===== src/rtl/keccak_job_arbiter.sv =====
// Purpose     : shares one pipeline_top Keccak core between NREQ hash requesters, round-robin.
// Latency     : grant 1 cycle after req_vld seen in IDLE, core_start 1 cycle later; data/digest paths are combinational.
// Backpressure: the core paces the message with core_valid (mirrored on req_rdy); a non-owner request waits while busy.
//
// Ports:
//   clk, rst                       clock, synchronous active-high reset (core shares it)
//   req_vld/cmode/d/dt/last        per-requester job request, mode, SHAKE length, message word, last_block
//   req_grant, req_rdy             one-hot grant pulse, one-hot "word consumed"
//   rsp_vld, rsp_dt, rsp_done      one-hot digest strobe, shared digest bus, one-hot final-word pulse
//   core_*                         connection to pipeline_top (start, cmode, d, dt_i, last_block, valid, finish, hash)
//   busy, owner, err_tmo           job in flight, current/last granted index, sticky watchdog flag
//
// Optional: define KECCAK_ARB_TIMEOUT_EN to add a TMO_CYC-cycle watchdog that aborts a hung job.

module keccak_job_arbiter #(
  parameter int NREQ    = 4,
  parameter int IDW     = (NREQ > 1) ? $clog2(NREQ) : 1,
  parameter int TMO_CYC = 4096
) (
  input  logic                 clk,
  input  logic                 rst,
  input  logic [NREQ-1:0]      req_vld,
  input  logic [3*NREQ-1:0]    req_cmode,
  input  logic [11*NREQ-1:0]   req_d,
  input  logic [64*NREQ-1:0]   req_dt,
  input  logic [NREQ-1:0]      req_last,
  output logic [NREQ-1:0]      req_grant,
  output logic [NREQ-1:0]      req_rdy,
  output logic [NREQ-1:0]      rsp_vld,
  output logic [31:0]          rsp_dt,
  output logic [NREQ-1:0]      rsp_done,
  output logic                 core_start,
  output logic [2:0]           core_cmode,
  output logic [10:0]          core_d,
  output logic [63:0]          core_dt,
  output logic                 core_last,
  input  logic                 core_valid,
  input  logic                 core_finish,
  input  logic [31:0]          core_hash,
  output logic                 busy,
  output logic [IDW-1:0]       owner,
  output logic                 err_tmo
);

  // Elaboration-time guard: the arbiter supports 2..8 requesters and the
  // watchdog counter is 16 bits wide.
  if (NREQ < 2 || NREQ > 8 || TMO_CYC < 1 || TMO_CYC > 65535) begin : g_bad_cfg
    $error("keccak_job_arbiter: NREQ must be 2..8 and TMO_CYC 1..65535");
  end

  typedef enum logic [2:0] {
    S_IDLE,
    S_GRANT,
    S_NOJOB,    // zero-word job: report done without touching the core
    S_START,
    S_ABSORB,
    S_SQUEEZE
  } state_t;

  state_t          state_q, state_d;
  logic [IDW-1:0]  rr_q;
  logic [IDW-1:0]  owner_q;
  logic [2:0]      cmode_q;
  logic [10:0]     d_q;
  logic [5:0]      words_q;
  logic [5:0]      cnt_q;
  logic            last_seen_q;

  logic            pick_any;
  logic [IDW-1:0]  pick_idx;
  logic [IDW-1:0]  cand;
  int              sel_j;
  logic [11:0]     deff;
  logic [5:0]      w_calc;
  logic            rsp_word;
  logic            job_end;
  logic [IDW-1:0]  nxt_rr;
  logic            tmo_hit;

  // Per-requester views of the flat input buses.
  logic [2:0]  cm_arr [NREQ];
  logic [10:0] d_arr  [NREQ];
  logic [63:0] dt_arr [NREQ];

  for (genvar g = 0; g < NREQ; g++) begin : g_unpack
    assign cm_arr[g] = req_cmode[3*g +: 3];
    assign d_arr[g]  = req_d[11*g +: 11];
    assign dt_arr[g] = req_dt[64*g +: 64];
  end

  // Round-robin pick: first requester at or after rr_q, wrapping.
  always_comb begin
    pick_any = 1'b0;
    pick_idx = '0;
    sel_j    = 0;
    cand     = '0;
    for (int i = 0; i < NREQ; i++) begin
      sel_j = int'(rr_q) + i;
      if (sel_j >= NREQ) sel_j = sel_j - NREQ;
      cand = IDW'(sel_j);
      if (!pick_any && req_vld[cand]) begin
        pick_any = 1'b1;
        pick_idx = cand;
      end
    end
  end

  // Digest word count from the latched mode. Modes 6/7 map to zero words.
  always_comb begin
    deff = '0;
    case (cmode_q)
      3'd0:       deff = 12'd224;
      3'd1:       deff = 12'd256;
      3'd2:       deff = 12'd384;
      3'd3:       deff = 12'd512;
      3'd4, 3'd5: deff = {1'b0, d_q};
      default:    deff = '0;
    endcase
  end

  // deff <= 1600 is guaranteed by the core, so the count fits in 6 bits.
  assign w_calc = 6'((deff + 12'd31) >> 5);

  assign nxt_rr = (owner_q == IDW'(NREQ - 1)) ? '0 : owner_q + 1'b1;

  always_comb begin
    state_d    = state_q;
    req_grant  = '0;
    req_rdy    = '0;
    rsp_vld    = '0;
    rsp_done   = '0;
    rsp_dt     = '0;
    core_start = 1'b0;
    core_dt    = '0;
    core_last  = 1'b0;
    rsp_word   = 1'b0;
    job_end    = 1'b0;

    case (state_q)
      S_IDLE: begin
        if (pick_any) state_d = S_GRANT;
      end
      S_GRANT: begin
        req_grant[owner_q] = 1'b1;
        state_d = (w_calc == 6'd0) ? S_NOJOB : S_START;
      end
      S_NOJOB: begin
        rsp_done[owner_q] = 1'b1;
        job_end = 1'b1;
        state_d = S_IDLE;
      end
      S_START: begin
        core_start = 1'b1;
        state_d = S_ABSORB;
      end
      S_ABSORB: begin
        core_dt   = dt_arr[owner_q];
        core_last = req_last[owner_q];
        req_rdy[owner_q] = core_valid;
        // The core may still be consuming padding after the last word; wait
        // for core_valid to drop before squeezing.
        if (last_seen_q && !core_valid) state_d = S_SQUEEZE;
      end
      S_SQUEEZE: begin
        if (core_finish) begin
          rsp_word = 1'b1;
          rsp_vld[owner_q] = 1'b1;
          rsp_dt = core_hash;
          if (cnt_q + 6'd1 == words_q) begin
            rsp_done[owner_q] = 1'b1;
            job_end = 1'b1;
            state_d = S_IDLE;
          end
        end
      end
      default: state_d = S_IDLE;
    endcase

    // Watchdog abort: report done with no data and free the core.
    if (tmo_hit) begin
      rsp_vld  = '0;
      rsp_dt   = '0;
      rsp_word = 1'b0;
      req_rdy  = '0;
      rsp_done = '0;
      rsp_done[owner_q] = 1'b1;
      job_end  = 1'b1;
      state_d  = S_IDLE;
    end
  end

  always_ff @(posedge clk) begin
    if (rst) begin
      state_q     <= S_IDLE;
      rr_q        <= '0;
      owner_q     <= '0;
      cmode_q     <= '0;
      d_q         <= '0;
      words_q     <= '0;
      cnt_q       <= '0;
      last_seen_q <= 1'b0;
    end else begin
      state_q <= state_d;
      if (state_q == S_IDLE && pick_any) begin
        owner_q <= pick_idx;
        cmode_q <= cm_arr[pick_idx];
        d_q     <= d_arr[pick_idx];
      end
      if (state_q == S_GRANT) begin
        words_q     <= w_calc;
        cnt_q       <= '0;
        last_seen_q <= 1'b0;
      end
      if (state_q == S_ABSORB && core_valid && req_last[owner_q]) last_seen_q <= 1'b1;
      if (rsp_word) cnt_q <= cnt_q + 6'd1;
      if (job_end) rr_q <= nxt_rr;
    end
  end

`ifdef KECCAK_ARB_TIMEOUT_EN
  localparam logic [15:0] TMO_LIM = 16'(TMO_CYC);

  logic [15:0] tmo_cnt_q;
  logic        err_tmo_q;

  // Counter only fires outside IDLE; any state change or core activity
  // proves the job is still alive.
  assign tmo_hit = (state_q != S_IDLE) && (tmo_cnt_q == TMO_LIM);

  always_ff @(posedge clk) begin
    if (rst) begin
      tmo_cnt_q <= '0;
      err_tmo_q <= 1'b0;
    end else begin
      if (state_d != state_q || core_valid || core_finish) tmo_cnt_q <= '0;
      else if (tmo_cnt_q != TMO_LIM) tmo_cnt_q <= tmo_cnt_q + 16'd1;
      if (tmo_hit) err_tmo_q <= 1'b1;
    end
  end

  assign err_tmo = err_tmo_q;
`else
  assign tmo_hit = 1'b0;
  assign err_tmo = 1'b0;
`endif

  assign busy       = (state_q != S_IDLE);
  assign owner      = owner_q;
  assign core_cmode = busy ? cmode_q : '0;
  assign core_d     = busy ? d_q : '0;

endmodule


===== config.mk =====
export PLATFORM = sky130hd
export DESIGN_NAME = keccak_job_arbiter
export DESIGN_NICKNAME = d
export VERILOG_FILES = /design/src/rtl/keccak_job_arbiter.sv
export SDC_FILE = /design/constraint.sdc
export NUM_CORES = 1
export LEC_CHECK = 0
export ABC_AREA = 0
export CAP_MARGIN = 30
export CORE_AREA = 10 10 183 185
export CTS_BUF_LIST = sky130_fd_sc_hd__clkbuf_4 sky130_fd_sc_hd__clkbuf_8 sky130_fd_sc_hd__clkbuf_16
export CTS_CLUSTER_SIZE = 14
export DETAILED_ROUTE_END_ITERATION = 12
export DIE_AREA = 0 0 193 195
export PLACE_DENSITY = 0.54
export SETUP_SLACK_MARGIN = 0.05
export SLEW_MARGIN = 20
export SYNTH_ARGS = -nofsm -noshare
export SYNTH_HDL_FRONTEND = slang
export SYNTH_SLANG_ARGS = --single-unit

===== constraint.sdc =====
create_clock -name clk -period 3.6 [get_ports clk]
set_clock_uncertainty 0.1 [all_clocks]
set_input_delay 0.36 -clock clk [delete_from_list [all_inputs] [get_ports clk]]
set_output_delay 0.36 -clock clk [all_outputs]
set_load 0.05 [all_outputs]

==> out/results.md <==
| Metric | This run | Unit |
|:---|:---|:---|
| Share of synthesized flip-flops with an asynchronous set or reset | 0 | % |
| Crit path capture type | output port | - |
| CORE AREA | 30000 | µm² |
| Number of warnings printed during yosys synthesis | 0 | - |
| Pwr Total | 2.36 | mW |
| Number of global-route vias before repair | 6468 | - |
| Average vias per placed instance | 4.52 | - |
| Cell accounting for the most synthesized area | mux4_2 | - |
| Synthesized area | 4800 | µm² |
| Fraction of final layout cells with drive strength greater than 1 | 15.7 | % |
| Number of buffers inserted by hold repair at cts | 0 | - |
| Final worst-path setup slack | 485 | ps |
| Min-Delay Path Depth | 2 | - |
| Post-detailed-placement cell area | 10200 | µm² |
| Syn_nets | 880 | - |
| Remaining routing DRC violations | 0 | - |
| Total setup buffers inserted after CTS | 0 | - |
| Share of the synthesized area in the top cell type | 30.5 | % |
| Setup slack after placement | 699 | ps |
| Setup crit start kind | flop | - |
| Type of the worst min-delay path | flop to flop | - |
| Starting density of the core | 16.0 | % |
| Register bit total from synthesis | 34 | - |
| Number of CTS-inserted buffers | 5 | - |
| Pin count of the biggest net entering global routing | 43 | - |
| Outcome | complete, no violations | - |
| Global placement routability congestion | 0.938 | - |
| Routed wire per std cell | 25.6 | µm |
| Worst hold path startpoint | words_q[1]$_SDFFE_PP0P_ | - |
| Via count | 6208 | - |
| Achievable clock frequency | 321 | MHz |
| Sequential element share of the synthesized area | 14.2 | % |
| # nets final | 1329 | - |
| Number of cells traversed by the worst register-to-register path | 7 | - |
| Max rail drop VDD | 0.150 | mV |
| Cell count after synthesis | 519 | - |
| Antenna violations before repair | 19 | - |
| Critical register-to-register path startpoint | state_q[2]$_SDFFE_PP0P_ | - |
| First-pass detailed-route iteration total | 4 | - |
| Clock Sink Count | 34 | - |
| Leading cell type by number of instances after synthesis | and3_1 | - |
| Worst slew slack as a fraction of its limit | 42.5 | % |
| Gr usage total | 17.6 | % |
| Clock tree from TritonCTS | done | - |
| Leakage power summed over all cells | 3.80 | nW |
| HPWL after detailed placement | 30.1 | mm |
| Aggregate negative setup slack | 0 | ps |
| WP data arrival | 2660 | ps |
| Post-Synthesis Mean Instance Area | 9.25 | µm² |
| Die boundary width | 193 | µm |
| Count of final max-slew check failures | 0 | - |
| Bufs on Longest Clock Path | 2 | - |
| Crit path required time | 3140 | ps |
| Later-pin clock latency in the skew report | 270 | ps |
| Clock transition at the register clock pins on the worst setup and hold paths after CTS | 50 | ps |
| Die Footprint | 37600 | µm² |
| Core Rows | 64 | - |
| Prevailing post-synth register cell | dfxtp_1 | - |
| Overflow left after global routing | 0 | - |
| Die height | 195 | µm |
| Setup repair after global routing missed its margin | false | - |
| Port bufs | 486 | - |
| Count of antenna-violating nets left after detailed routing | 0 | - |
| Hold violation count in the final report | 0 | - |
| Post_cts resized | 0 | - |
| Number of H-tree levels | 2 | - |
| Pwr dens | 228 | nW/µm² |
| Worst-margin pin slew | 861 | ps |
| Count of unique library cells instantiated by Yosys | 58 | - |
| Most area-consuming cells after synthesis | mux4_2, dfxtp_1, and3_1 | - |
| Final Cycle Share | 86.5 | % |
| Worst-path fanout max | 17 | - |
| Leading post-synthesis cells by instance count | and3_1, mux4_2, clkbuf_1, and2_1, dfxtp_1 | - |
| Crit path kind | flop to output port | - |
| Drt first-iter violations | 248 | - |
| Worst setup path startpoint | owner[0]$_SDFFE_PP0P_ | - |
| MaxCap Viol Count | 0 | - |
| Area growth from synthesis to layout | 116 | % |
| Number of flops mapped to enable cells by yosys | 0 | - |
| Global-route wire length before repair | 48.9 | mm |
| Final worst path period need | 3120 | ps |
| Clock root buffer | clkbuf_16 | - |
| Final cell area excluding filler cells | 10400 | µm² |
| Number of top-level pins | 488 | - |
| Final wirelength | 35.2 | mm |
| Setup violation total in the final timing report | 0 | - |
-- placed cells by master, fill, tap and decap left out, types with 3 or more instances in the layout --
| cell type | count |
|---|---|
| clkdlybuf4s50_1 | 441 |
| and3_1 | 69 |
| mux4_2 | 65 |
| buf_4 | 43 |
| and2_1 | 40 |
| nor3b_1 | 31 |
| dfxtp_1 | 31 |
| a211oi_1 | 30 |
| nor2_1 | 25 |
| buf_12 | 19 |
| nand3b_1 | 16 |
| nor2b_1 | 15 |
| a21oi_1 | 14 |
| o31ai_1 | 14 |
| xnor2_1 | 11 |
| diode_2 | 9 |
| inv_1 | 9 |
| nand2_1 | 7 |
| nand2b_1 | 6 |
| nor3_1 | 5 |
| ha_1 | 5 |
| clkbuf_16 | 5 |
| nand3_1 | 4 |
| nor4_1 | 4 |
| xor2_1 | 3 |
| mux2i_1 | 3 |
| or3_1 | 3 |
| a21o_1 | 3 |
| o211ai_1 | 3 |
| o21ai_0 | 3 |
-- critical path, stage by stage (launching register included) --
cell,delay (ps)
dfxtp_4,570
buf_4,340
mux4_2,550
and3_1,200
clkdlybuf4s50_1,710
-- layer usage --
layer  track usage [%]  vias up  wire length (µm)
met4              3.36       18               325
met3              6.95       34              3630
met1              21.3     2963             14300
li1                  -     2907                 -
met2              28.9      286             16800
met5                 0        -               132
-- cell families (layout without fill, tap and decap cells) --
kind of cell	Yosys count	count (layout)	synth area share, %
other	1	10	0.0781
xor gates and xnor gates	14	14	2.55
muxes	70	70	31.7
DFF	34	34	14.2
buffers and inverters	71	520	6.00
adders and majority gates	5	5	1.30
AOI/OAI and AO/OA	82	82	12.6
and+or+nand+nor	242	242	31.6
-- sequential cells by signal, summed over array words and instances, names as in the netlist --
signal and cells:
last_seen_q 1, state_q 3, cnt_q 6, cmode_q 3, d_q 11, rr_q 2
words_q 6, owner 2
-- power by group --
part           total (mW)  leakage [nW]  switching, mW  internal, mW
sequential          0.517         0.280         0.0935         0.423
clock               0.413        0.0709          0.146         0.268
combinational        1.43          3.45          0.662         0.769
-- worst paths after layout --
check	end	slack [ps]
worst max-delay path	core_dt[23]	480
worst min-delay path	words_q[1]$_SDFFE_PP0P_	370
worst max register to register	cnt_q[4]$_SDFFE_PP0P_	1270
worst min register to register	words_q[1]$_SDFFE_PP0P_	370
-- area by class of cell --
class / instances / area [µm²]
inverters: 9 / 33.8
well taps: 396 / 495
repair buffers: 504 / 5130
flip-flops and latches: 34 / 689
multi-input cells: 414 / 3860
fillers: 3089 / 19700
diodes: 9 / 22.5
clock buffers: 7 / 140
-- metrics by stage --
step	hold WS [ps]	util [%]	instances
6_report	372	34.5	1373
3_5_place_dp	365	34.0	1356
2_1_floorplan	344	-	519
5_1_grt	407	34.5	1371
3_3_place_gp	361	34.0	1356
4_1_cts	371	34.4	1363
Power figures use the tool's default switching activity.
